### src/rtl/i2c_slave_pkg.sv
// Shared types and widths for the I2C write-only FIFO target.
package i2c_slave_pkg;
  localparam int I2C_ADDR_W = 7;
  localparam int I2C_DATA_W = 8;
  localparam int I2C_WORD_W = 15;

  typedef enum logic [2:0] {
    IDLE,
    ADDR,
    ADDR_ACK,
    DATA,
    DATA_ACK,
    IGNORE
  } i2c_slave_state_e;
endpackage

### src/rtl/i2c_fifo_slave_if.sv
// Bus pins plus local FIFO drain port of the I2C FIFO target.
interface i2c_fifo_slave_if;
  import i2c_slave_pkg::*;

  logic [I2C_ADDR_W-1:0] own_addr_in;
  logic                  i2c_sda_in;
  logic                  i2c_scl_in;
  logic                  sda_pull_out;
  logic                  fifo_rd_en;
  logic [I2C_WORD_W-1:0] fifo_dout;
  logic                  fifo_empty;
  logic                  fifo_full;
  logic                  overflow_out;
  logic                  ovf_clr_in;
  logic                  busy_out;

  modport slave (
    input  own_addr_in, i2c_sda_in, i2c_scl_in, fifo_rd_en, ovf_clr_in,
    output sda_pull_out, fifo_dout, fifo_empty, fifo_full, overflow_out, busy_out
  );

  modport master (
    output own_addr_in, i2c_sda_in, i2c_scl_in, fifo_rd_en, ovf_clr_in,
    input  sda_pull_out, fifo_dout, fifo_empty, fifo_full, overflow_out, busy_out
  );
endinterface

### src/rtl/i2c_bus_sampler.sv
// Synchronizes SDA/SCL and decodes SCL edges plus START/STOP conditions.
module i2c_bus_sampler (
  input  logic clk_in,
  input  logic reset_in,
  input  logic sda,
  input  logic scl,
  output logic sda_s,
  output logic scl_rise,
  output logic scl_fall,
  output logic start,
  output logic stop
);
  logic [1:0] sda_sync, scl_sync;
  logic       sda_q, scl_q;
  logic [2:0] vld_pipe;
  logic       scl_s, live;

  always_ff @(posedge clk_in or negedge reset_in) begin
    if (!reset_in) begin
      sda_sync <= 2'b11;
      scl_sync <= 2'b11;
      sda_q    <= 1'b1;
      scl_q    <= 1'b1;
      vld_pipe <= '0;
    end else begin
      sda_sync <= {sda_sync[0], sda};
      scl_sync <= {scl_sync[0], scl};
      sda_q    <= sda_sync[1];
      scl_q    <= scl_sync[1];
      vld_pipe <= {vld_pipe[1:0], 1'b1};
    end
  end

  // Events stay masked until real pin levels have reached the history flop,
  // so releasing reset with the bus mid-byte cannot fake an edge or START.
  assign live     = vld_pipe[2];
  assign sda_s    = sda_sync[1];
  assign scl_s    = scl_sync[1];
  assign scl_rise = live &  scl_s & ~scl_q;
  assign scl_fall = live & ~scl_s &  scl_q;
  assign start    = live &  scl_s &  scl_q &  sda_q & ~sda_s;
  assign stop     = live &  scl_s &  scl_q & ~sda_q &  sda_s;
endmodule

### src/rtl/i2c_fifo_slave.sv
// I2C write-only target: address match, byte receive, ACK/NACK, receive FIFO.
module i2c_fifo_slave
  import i2c_slave_pkg::*;
#(
  parameter int                    DEPTH     = 16,
  parameter logic [I2C_ADDR_W-1:0] ADDR_MASK = 7'h7F
) (
  input logic              clk_in,
  input logic              reset_in,
  i2c_fifo_slave_if.slave  bus
);
  localparam int PW = $clog2(DEPTH);
  localparam int CW = PW + 1;

  logic sda_s, scl_rise, scl_fall, start, stop;

  i2c_bus_sampler u_sampler (
    .clk_in   (clk_in),
    .reset_in (reset_in),
    .sda      (bus.i2c_sda_in),
    .scl      (bus.i2c_scl_in),
    .sda_s    (sda_s),
    .scl_rise (scl_rise),
    .scl_fall (scl_fall),
    .start    (start),
    .stop     (stop)
  );

  i2c_slave_state_e      state;
  logic [2:0]            bit_cnt;
  logic [I2C_DATA_W-1:0] shreg;
  logic                  byte_done;
  logic [I2C_ADDR_W-1:0] addr_lat;
  logic                  sda_pull, busy, ovf;

  logic [I2C_WORD_W-1:0] mem [DEPTH];
  logic [PW-1:0]         wr_ptr, rd_ptr;
  logic [CW-1:0]         count;
  logic                  full, empty, data_end, do_push, do_pop, ovf_set, addr_match;

  assign full  = (count == CW'(DEPTH));
  assign empty = (count == '0);

  assign addr_match = (((shreg[7:1] ^ bus.own_addr_in) & ADDR_MASK) == '0) && !shreg[0];

  // Byte boundary of a data byte: push or NACK decided on the registered count.
  assign data_end = (state == DATA) && byte_done && scl_fall && !start && !stop;
  assign do_push  = data_end && !full;
  assign ovf_set  = data_end &&  full;
  assign do_pop   = bus.fifo_rd_en && !empty;

  always_ff @(posedge clk_in or negedge reset_in) begin
    if (!reset_in) begin
      state     <= IDLE;
      bit_cnt   <= '0;
      shreg     <= '0;
      byte_done <= 1'b0;
      addr_lat  <= '0;
      sda_pull  <= 1'b0;
      busy      <= 1'b0;
    end else if (start) begin
      state     <= ADDR;
      bit_cnt   <= '0;
      shreg     <= '0;
      byte_done <= 1'b0;
      sda_pull  <= 1'b0;
    end else if (stop) begin
      state     <= IDLE;
      bit_cnt   <= '0;
      byte_done <= 1'b0;
      sda_pull  <= 1'b0;
      busy      <= 1'b0;
    end else begin
      case (state)
        ADDR, DATA: begin
          if (scl_rise && !byte_done) begin
            shreg   <= {shreg[6:0], sda_s};
            bit_cnt <= bit_cnt + 3'd1;
            if (bit_cnt == 3'd7) byte_done <= 1'b1;
          end else if (scl_fall && byte_done) begin
            byte_done <= 1'b0;
            if (state == ADDR) begin
              if (addr_match) begin
                addr_lat <= shreg[7:1];
                busy     <= 1'b1;
                sda_pull <= 1'b1;
                state    <= ADDR_ACK;
              end else begin
                state    <= IGNORE;
              end
            end else begin
              sda_pull <= !full;
              state    <= DATA_ACK;
            end
          end
        end
        ADDR_ACK, DATA_ACK: begin
          if (scl_fall) begin
            sda_pull <= 1'b0;
            state    <= DATA;
          end
        end
        default: ;
      endcase
    end
  end

  always_ff @(posedge clk_in) begin
    if (do_push) mem[wr_ptr] <= {addr_lat, shreg};
  end

  always_ff @(posedge clk_in or negedge reset_in) begin
    if (!reset_in) begin
      wr_ptr <= '0;
      rd_ptr <= '0;
      count  <= '0;
      ovf    <= 1'b0;
    end else begin
      if (do_push) wr_ptr <= wr_ptr + PW'(1);
      if (do_pop)  rd_ptr <= rd_ptr + PW'(1);
      case ({do_push, do_pop})
        2'b10:   count <= count + CW'(1);
        2'b01:   count <= count - CW'(1);
        default: count <= count;
      endcase
      if (ovf_set)             ovf <= 1'b1;
      else if (bus.ovf_clr_in) ovf <= 1'b0;
    end
  end

  assign bus.sda_pull_out = sda_pull;
  assign bus.busy_out     = busy;
  assign bus.overflow_out = ovf;
  assign bus.fifo_empty   = empty;
  assign bus.fifo_full    = full;
  assign bus.fifo_dout    = empty ? '0 : mem[rd_ptr];
endmodule

### src/flat_wrapper.sv
// flat-port wrapper written by rule: the top's interface ports become plain ports
module i2c_fifo_slave_flat import i2c_slave_pkg::*;
#(
  parameter int                    DEPTH     = 16,
  parameter logic [I2C_ADDR_W-1:0] ADDR_MASK = 7'h7F
)
  (clk_in, reset_in, bus_own_addr_in, bus_i2c_sda_in, bus_i2c_scl_in, bus_fifo_rd_en, bus_ovf_clr_in, bus_sda_pull_out, bus_fifo_dout, bus_fifo_empty, bus_fifo_full, bus_overflow_out, bus_busy_out);
  i2c_fifo_slave_if bus_i ();
  input logic clk_in;
  input logic reset_in;
  input wire logic [$bits(bus_i.own_addr_in)-1:0] bus_own_addr_in;
  input wire logic [$bits(bus_i.i2c_sda_in)-1:0] bus_i2c_sda_in;
  input wire logic [$bits(bus_i.i2c_scl_in)-1:0] bus_i2c_scl_in;
  input wire logic [$bits(bus_i.fifo_rd_en)-1:0] bus_fifo_rd_en;
  input wire logic [$bits(bus_i.ovf_clr_in)-1:0] bus_ovf_clr_in;
  output wire logic [$bits(bus_i.sda_pull_out)-1:0] bus_sda_pull_out;
  output wire logic [$bits(bus_i.fifo_dout)-1:0] bus_fifo_dout;
  output wire logic [$bits(bus_i.fifo_empty)-1:0] bus_fifo_empty;
  output wire logic [$bits(bus_i.fifo_full)-1:0] bus_fifo_full;
  output wire logic [$bits(bus_i.overflow_out)-1:0] bus_overflow_out;
  output wire logic [$bits(bus_i.busy_out)-1:0] bus_busy_out;
  assign bus_i.own_addr_in = bus_own_addr_in;
  assign bus_i.i2c_sda_in = bus_i2c_sda_in;
  assign bus_i.i2c_scl_in = bus_i2c_scl_in;
  assign bus_i.fifo_rd_en = bus_fifo_rd_en;
  assign bus_i.ovf_clr_in = bus_ovf_clr_in;
  assign bus_sda_pull_out = bus_i.sda_pull_out;
  assign bus_fifo_dout = bus_i.fifo_dout;
  assign bus_fifo_empty = bus_i.fifo_empty;
  assign bus_fifo_full = bus_i.fifo_full;
  assign bus_overflow_out = bus_i.overflow_out;
  assign bus_busy_out = bus_i.busy_out;
  i2c_fifo_slave #(.DEPTH(DEPTH), .ADDR_MASK(ADDR_MASK)) u_core (.clk_in(clk_in), .reset_in(reset_in), .bus(bus_i));
endmodule
### config.mk
export PLATFORM = sky130hd
export DESIGN_NAME = i2c_fifo_slave_flat
export DESIGN_NICKNAME = d
export VERILOG_FILES = /design/src/rtl/i2c_slave_pkg.sv /design/src/rtl/i2c_fifo_slave_if.sv /design/src/rtl/i2c_bus_sampler.sv /design/src/rtl/i2c_fifo_slave.sv /design/src/flat_wrapper.sv
export SDC_FILE = /design/constraint.sdc
export NUM_CORES = 1
export LEC_CHECK = 0
export CAP_MARGIN = 20
export CELL_PAD_IN_SITES_DETAIL_PLACEMENT = 0
export CELL_PAD_IN_SITES_GLOBAL_PLACEMENT = 1
export CORE_ASPECT_RATIO = 1.2
export CORE_MARGIN = 10
export CORE_UTILIZATION = 35
export CTS_CLUSTER_SIZE = 25
export DETAILED_ROUTE_END_ITERATION = 8
export PLACE_DENSITY = 0.63
export SYNTH_ARGS = -nofsm -noshare
export SYNTH_HDL_FRONTEND = slang
export SYNTH_HIERARCHICAL = 1
export SYNTH_SLANG_ARGS = --single-unit
### constraint.sdc
create_clock -name clk_in -period 7.65 [get_ports clk_in]
set_input_delay 1.1475 -clock clk_in [delete_from_list [all_inputs] [get_ports clk_in]]
set_output_delay 1.1475 -clock clk_in [all_outputs]
set_load 0.02 [all_outputs]
# Yosys cells after proc, flatten, opt, wreduce, memory -nomap -nowiden
# Memory sizes are Yosys's and may differ from the RTL's.
# Index checks and enable logic that the tools add are counted.
dict set report classes {
  n_addsub 5
  n_eq_ne 15
  n_mux 41
  bitwise 17
  reduce_logical 39
}
# cell count
set op_table {}
lappend op_table {{$mux 3} 11}
lappend op_table {{$mux 8} 4}
lappend op_table {{$mux 1} 22}
lappend op_table {{$reduce_bool 2->1} 8}
lappend op_table {{$mux 15} 1}
lappend op_table {{$logic_and 1x1->1} 10}
lappend op_table {{$pmux 5 s2} 1}
lappend op_table {{$and 1x1->1} 9}
lappend op_table {{$add 4x1->4 const B} 2}
lappend op_table {{$ne 4x1->1 const B} 2}
lappend op_table {{$ne 4x2->1 const B} 2}
lappend op_table {{$reduce_bool 4->1} 2}
lappend op_table {{$logic_not 7->1} 1}
lappend op_table {{$not 1->1} 7}
lappend op_table {{$reduce_and 7->1} 1}
lappend op_table {{$xor 7x7->7} 1}
lappend op_table {{$eq 3x2->1 const B} 2}
lappend op_table {{$eq 3x3->1 const B} 2}
lappend op_table {{$logic_not 1->1} 6}
lappend op_table {{$pmux 3 s2} 1}
lappend op_table {{$reduce_and 3->1} 2}
lappend op_table {{$reduce_and 6->1} 1}
lappend op_table {{$reduce_bool 3->1} 2}
lappend op_table {{$add 5x1->5 const B} 1}
lappend op_table {{14 further kinds} 16}
dict set report word_totals {
  regBits 47
  ramBits 240
  inputBits 13
  out_inout_bits 20
  word_cells 134
  n_memories 1
}
# memory depth width read_ports rd_clocked_by_memory_dff write_ports line
set mem_list {}
lappend mem_list {u_core.mem 16 15 1 0 1 i2c_fifo_slave.sv:36} ;# logic [I2C_WORD_W-1:0] mem [DEPTH];

# Depth between registers and ports, before layout
dict set report logic_depth {
  word_depth 10
  ltp_mapped 14
  depth_no_buf 12
}

# Modules after synthesis
# Netlist, hierarchy kept.
# module instances cells_each area_per_inst_um2 seq_area_each_um2
set modules_own_cells {}
lappend modules_own_cells {i2c_fifo_slave 1 580 11202.0 8157.8}
lappend modules_own_cells {i2c_bus_sampler 1 17 286.5 232.7}

# Worst setup path after synthesis
# Ideal clock, no wire load.
dict set report synth_path {
  path_type {register -> register}
  startpoint {register u_core.u_sampler.scl_q}
  endpoint {memory u_core.mem[0][0] (enable)}
  setup_ns 0.406
  arrival_ns 2.858
  required_ns 7.244
  slack_ns 4.386
  path_stages_with_launch 7
  n_path_buf 0
  synth_period_minus_slack_ns 3.264
  path_cell_list {dfstp_2 nand2_1 nor2_1 nand4b_2 a2111oi_4 nand2_1 nor3_1}
}
dict set report synth_via {
  elab_cells_between_ends 14
  classes_between {mux (2); bitwise (6); reduce/logical (6)}
}
# item line
set synth_rtl {}
lappend synth_rtl {{start: declaration} i2c_bus_sampler.sv:14} ;# logic sda_q, scl_q;
lappend synth_rtl {{start signal: assignment} i2c_bus_sampler.sv:29} ;# scl_q <= scl_sync[1];
lappend synth_rtl {{$and 1x1->1} i2c_bus_sampler.sv:40} ;# assign scl_fall = live & ~scl_s & scl_q;
lappend synth_rtl {{net u_core.scl_fall} i2c_fifo_slave.sv:15} ;# logic sda_s, scl_rise, scl_fall, start, stop;
lappend synth_rtl {{$logic_and 1x1->1 (3 in series)} i2c_fifo_slave.sv:47} ;# assign data_end = (state == DATA) && byte_done && scl_fall && !start && !stop;
lappend synth_rtl {{$logic_and 1x1->1} i2c_fifo_slave.sv:48} ;# assign do_push = data_end && !full;
lappend synth_rtl {{$mux 1} i2c_fifo_slave.sv:109} ;# if (do_push) mem[wr_ptr] <= {addr_lat, shreg};
lappend synth_rtl {{$mux 1 (implied by the code)} i2c_fifo_slave.sv:109}
lappend synth_rtl {{end: declaration} i2c_fifo_slave.sv:36}
# The timed path passes the listed nets, and every way through them passes these cells.

# Final worst setup path
dict set report layout_path {
  startpoint {register u_core.rd_ptr[0]}
  endpoint {output bus_fifo_dout[12]}
}
dict set report layout_via {
  elab_chain_len 2
}
# item line
set layout_rtl {}
lappend layout_rtl {{start: declaration} i2c_fifo_slave.sv:37} ;# logic [PW-1:0] wr_ptr, rd_ptr;
lappend layout_rtl {{start signal: assignment} i2c_fifo_slave.sv:120} ;# if (do_pop) rd_ptr <= rd_ptr + PW'(1);
lappend layout_rtl {{$mem_v2 16x15} -}
lappend layout_rtl {{$mux 15} i2c_fifo_slave.sv:136} ;# assign bus.fifo_dout = empty ? '0 : mem[rd_ptr];
lappend layout_rtl {{end: declaration} flat_wrapper.sv:17} ;# output wire logic [$bits(bus_i.fifo_dout)-1:0] bus_fifo_dout;
# No other way between the ends.

==> reports/results.ini <==
[grt]
grt_first_pass_wirelength_um=36880
grt_pass1_vias=5952
grt_usage=0.1201
overflow=0
grt_max_degree=64
antenna_found_initial=0

[critical_path]
endpoint_kind=output port
crit_type=reg2out
cp.required_ps=6500
crit_fanout=49
reg2reg_from=u_core/u_sampler/scl_q$_DFF_PN1_
crit_arrival_ps=3590
cp-startpoint=u_core/rd_ptr[0]$_DFFE_PN0P_
cp-start-kind=flop

[floorplan]
die_h_um=218.5
io_pins=33
initial_core_util=0.3552
dieArea_um2=40500
core_um2=32340
die_w_um=185.4
num_rows=72

[layout]
final_layout_size_suffix_gt1_frac=0.2320
multi_input_area_um2=2933
n_fill_cell=2785
ff_latch_area_um2=8397
final_area_um2=13240
diodes=0
syn_to_final_growth_pct=15.23
final_util=0.4093
design.final.nets=670

[power_and_ir_drop]
ir_worst_vdd_v=0.0001691
switchingPower_mw=1.125
power_leakage_nw=4.431
swShare=0.2789
combinationalPowerShare=0.212
power_frac_seq=0.463
internal_power_mw=2.908
p_total_mw=4.033
clockPowerShare=0.325
power_density_nw_per_um2=304.7

[status]
status=finished, final reports clean

[hold_path]
min-delay-start=u_core/u_sampler/sda_sync[0]$_DFF_PN1_
hold_path.class=reg2reg

[timing]
finalSetupViolCount=0
finClkSkew_ps=9.899
min_period_over_period=0.6192
min_period_ps=4737
worstMarginPinSlew_ps=1054
clock.fmax_ghz=0.2111
hold_viol=0
maxSlewViolCount=0
rsz0062_at_grt=no
tns_ps=0
slew_headroom=0.2878

[routing]
dr.first_iter.drc_count=404
vias=5565
drt_wl_total_um=23980
antenna_left=0
drc=0
via_per_inst=5.177
dr.pass1.iters=5
wl_per_cell_um=22.31

[place]
port_buffers=32
placed_area_um2=12350
hpwl_um=13970
routabilityCongestion=0.7478

[clocking]
cts_hold_buf=0
htreeDepth=1
clockBufferDepth=3
cts_sinks=287
cts_tree=done
clk_pin_slew_ps=60
cts_root_buffer=clkbuf_16
post-cts-setup-buffer-count=0
cts_resized=0
clk_latency_ps=530
cts_made_buffers=28

[synthesis]
synth.area.top_cells=edfxtp_1, mux4_2, dfrtp_1, mux2i_1, dfstp_2
synthArstFlopShare=0.1638
yosysMostFrequentCell=edfxtp_1
yosysTopAreaCell=edfxtp_1
synth_top_area_frac=0.6273
ys_types=52
ys_ff_latch=287
synth_flop_cell=edfxtp_1
syn_nets=620
synth_edf_count=240
synthesis.area_um2=11490
synth_common_cells=edfxtp_1, mux4_2, dfrtp_1
netlist_instances=597
seq_area_frac_synth=0.7303
synth.avg_cell_area_um2=19.24
ys_warn_count=6

[job]
maxCapViolations=0

## final timing paths
kind	end	depth (start not counted)	slack, ps
min reg2reg	u_core/u_sampler/sda_sync[1]$_DFF_PN1_	0	360
max	bus_fifo_dout[12]	5	2910
min in group asynchronous	u_core/u_sampler/vld_pipe[0]$_DFF_PN0_	2	720
max reg2reg	u_core/count[4]$_DFFE_PN0P_	12	4070
min	u_core/u_sampler/sda_sync[1]$_DFF_PN1_	0	360
max in group asynchronous	u_core/rd_ptr[0]$_DFFE_PN0P_	2	6440
## per-stage QoR
| stage | std cells | hold slack [ps] | setup WS, ps |
|---|---|---|---|
| final | 1075 | 356.2 | 2913 |
| after global routing | 1075 | 365.4 | 2621 |
| after CTS | 1075 | 357.0 | 2786 |
| after detailed placement | 1024 | 344.1 | 3359 |
| after global placement | 1024 | 339.3 | 3373 |
| after floorplan | 597 | 331.2 | 4386 |
## cell usage in the layout (no fill, tap or decap), types with 3 or more instances in the layout
cell type          n
a21oi_1            8
buf_4             20
clkbuf_1           3
clkbuf_16         29
clkdlybuf4s50_1   31
clkinv_1           6
clkinv_2           7
clkinvlp_4         4
dfrtp_1           38
dfstp_2            6
edfxtp_1         240
ha_1              10
inv_1             13
mux2_2             9
mux2i_1           40
mux4_2            60
nand2_1           16
nand2b_1           6
nor2_1            30
nor3_1             3
nor3_2             4
nor4_2             3
o21ai_0            4
o22ai_1           15
xnor2_1            9
xor2_1            13
## cells by family after synthesis
family	after synthesis	share of synthesized area
mux	109	0.1613
compound gates	42	0.02581
simple gates	81	0.03845
other cells	1	0.0003264
buf+inv	45	0.01612
fa+ha+maj	10	0.01089
flops	287	0.7303
xor+xnor	22	0.01677
## flip-flops by register name, indices dropped and copies added (netlist names)
register                   count
u_core/mem                   240
u_core/state                   3
u_core/bus.overflow_out        1
u_core/u_sampler/vld_pipe      3
u_core/u_sampler/sda_sync      2
u_core/count                   5
u_core/wr_ptr                  4
u_core/u_sampler/scl_sync      2
u_core/bit_cnt                 3
u_core/shreg                   8
u_core/u_sampler/scl_q         1
u_core/bus.busy_out            1
u_core/byte_done               1
u_core/addr_lat                7
u_core/rd_ptr                  4
u_core/bus.sda_pull_out        1
u_core/u_sampler/sda_q         1
## power by group through the flow
stage                     sequential, mW  combinational [mW]  clock [mW]
after detailed placement            1.90               0.882           0
after CTS                           1.87               0.882        1.35
final                               1.87               0.856        1.31
after global routing                1.88               0.934        1.41
after floorplan                     1.83               0.664           0
after global placement              1.89               0.876           0
## worst max-delay path, stage by stage, from the launching register on
cell	delay, ps
dfrtp_4	600
buf_4	800
mux4_2	610
mux2i_1	230
o22ai_1	140
clkdlybuf4s50_1	620
## final cells by class
class	count	share of cell area
Inverter	13	0.003686
Multi-Input combinational cell	265	0.2215
Clock inverter	19	0.01115
Timing Repair Buffer	52	0.03516
Clock buffer	32	0.05567
Sequential cell	287	0.6343
Tap cell	407	0.03847
## per-layer routing
layer / GRT usage / vias up / wire, µm
li1: - / 2477 / -
met1: 0.1598 / 2902 / 10530
met2: 0.1990 / 147 / 11820
met3: 0.01776 / 39 / 1115
met4: 0.03554 / 0 / 514
met5: 0 / - / 0
Power figures use the tool's default switching activity.
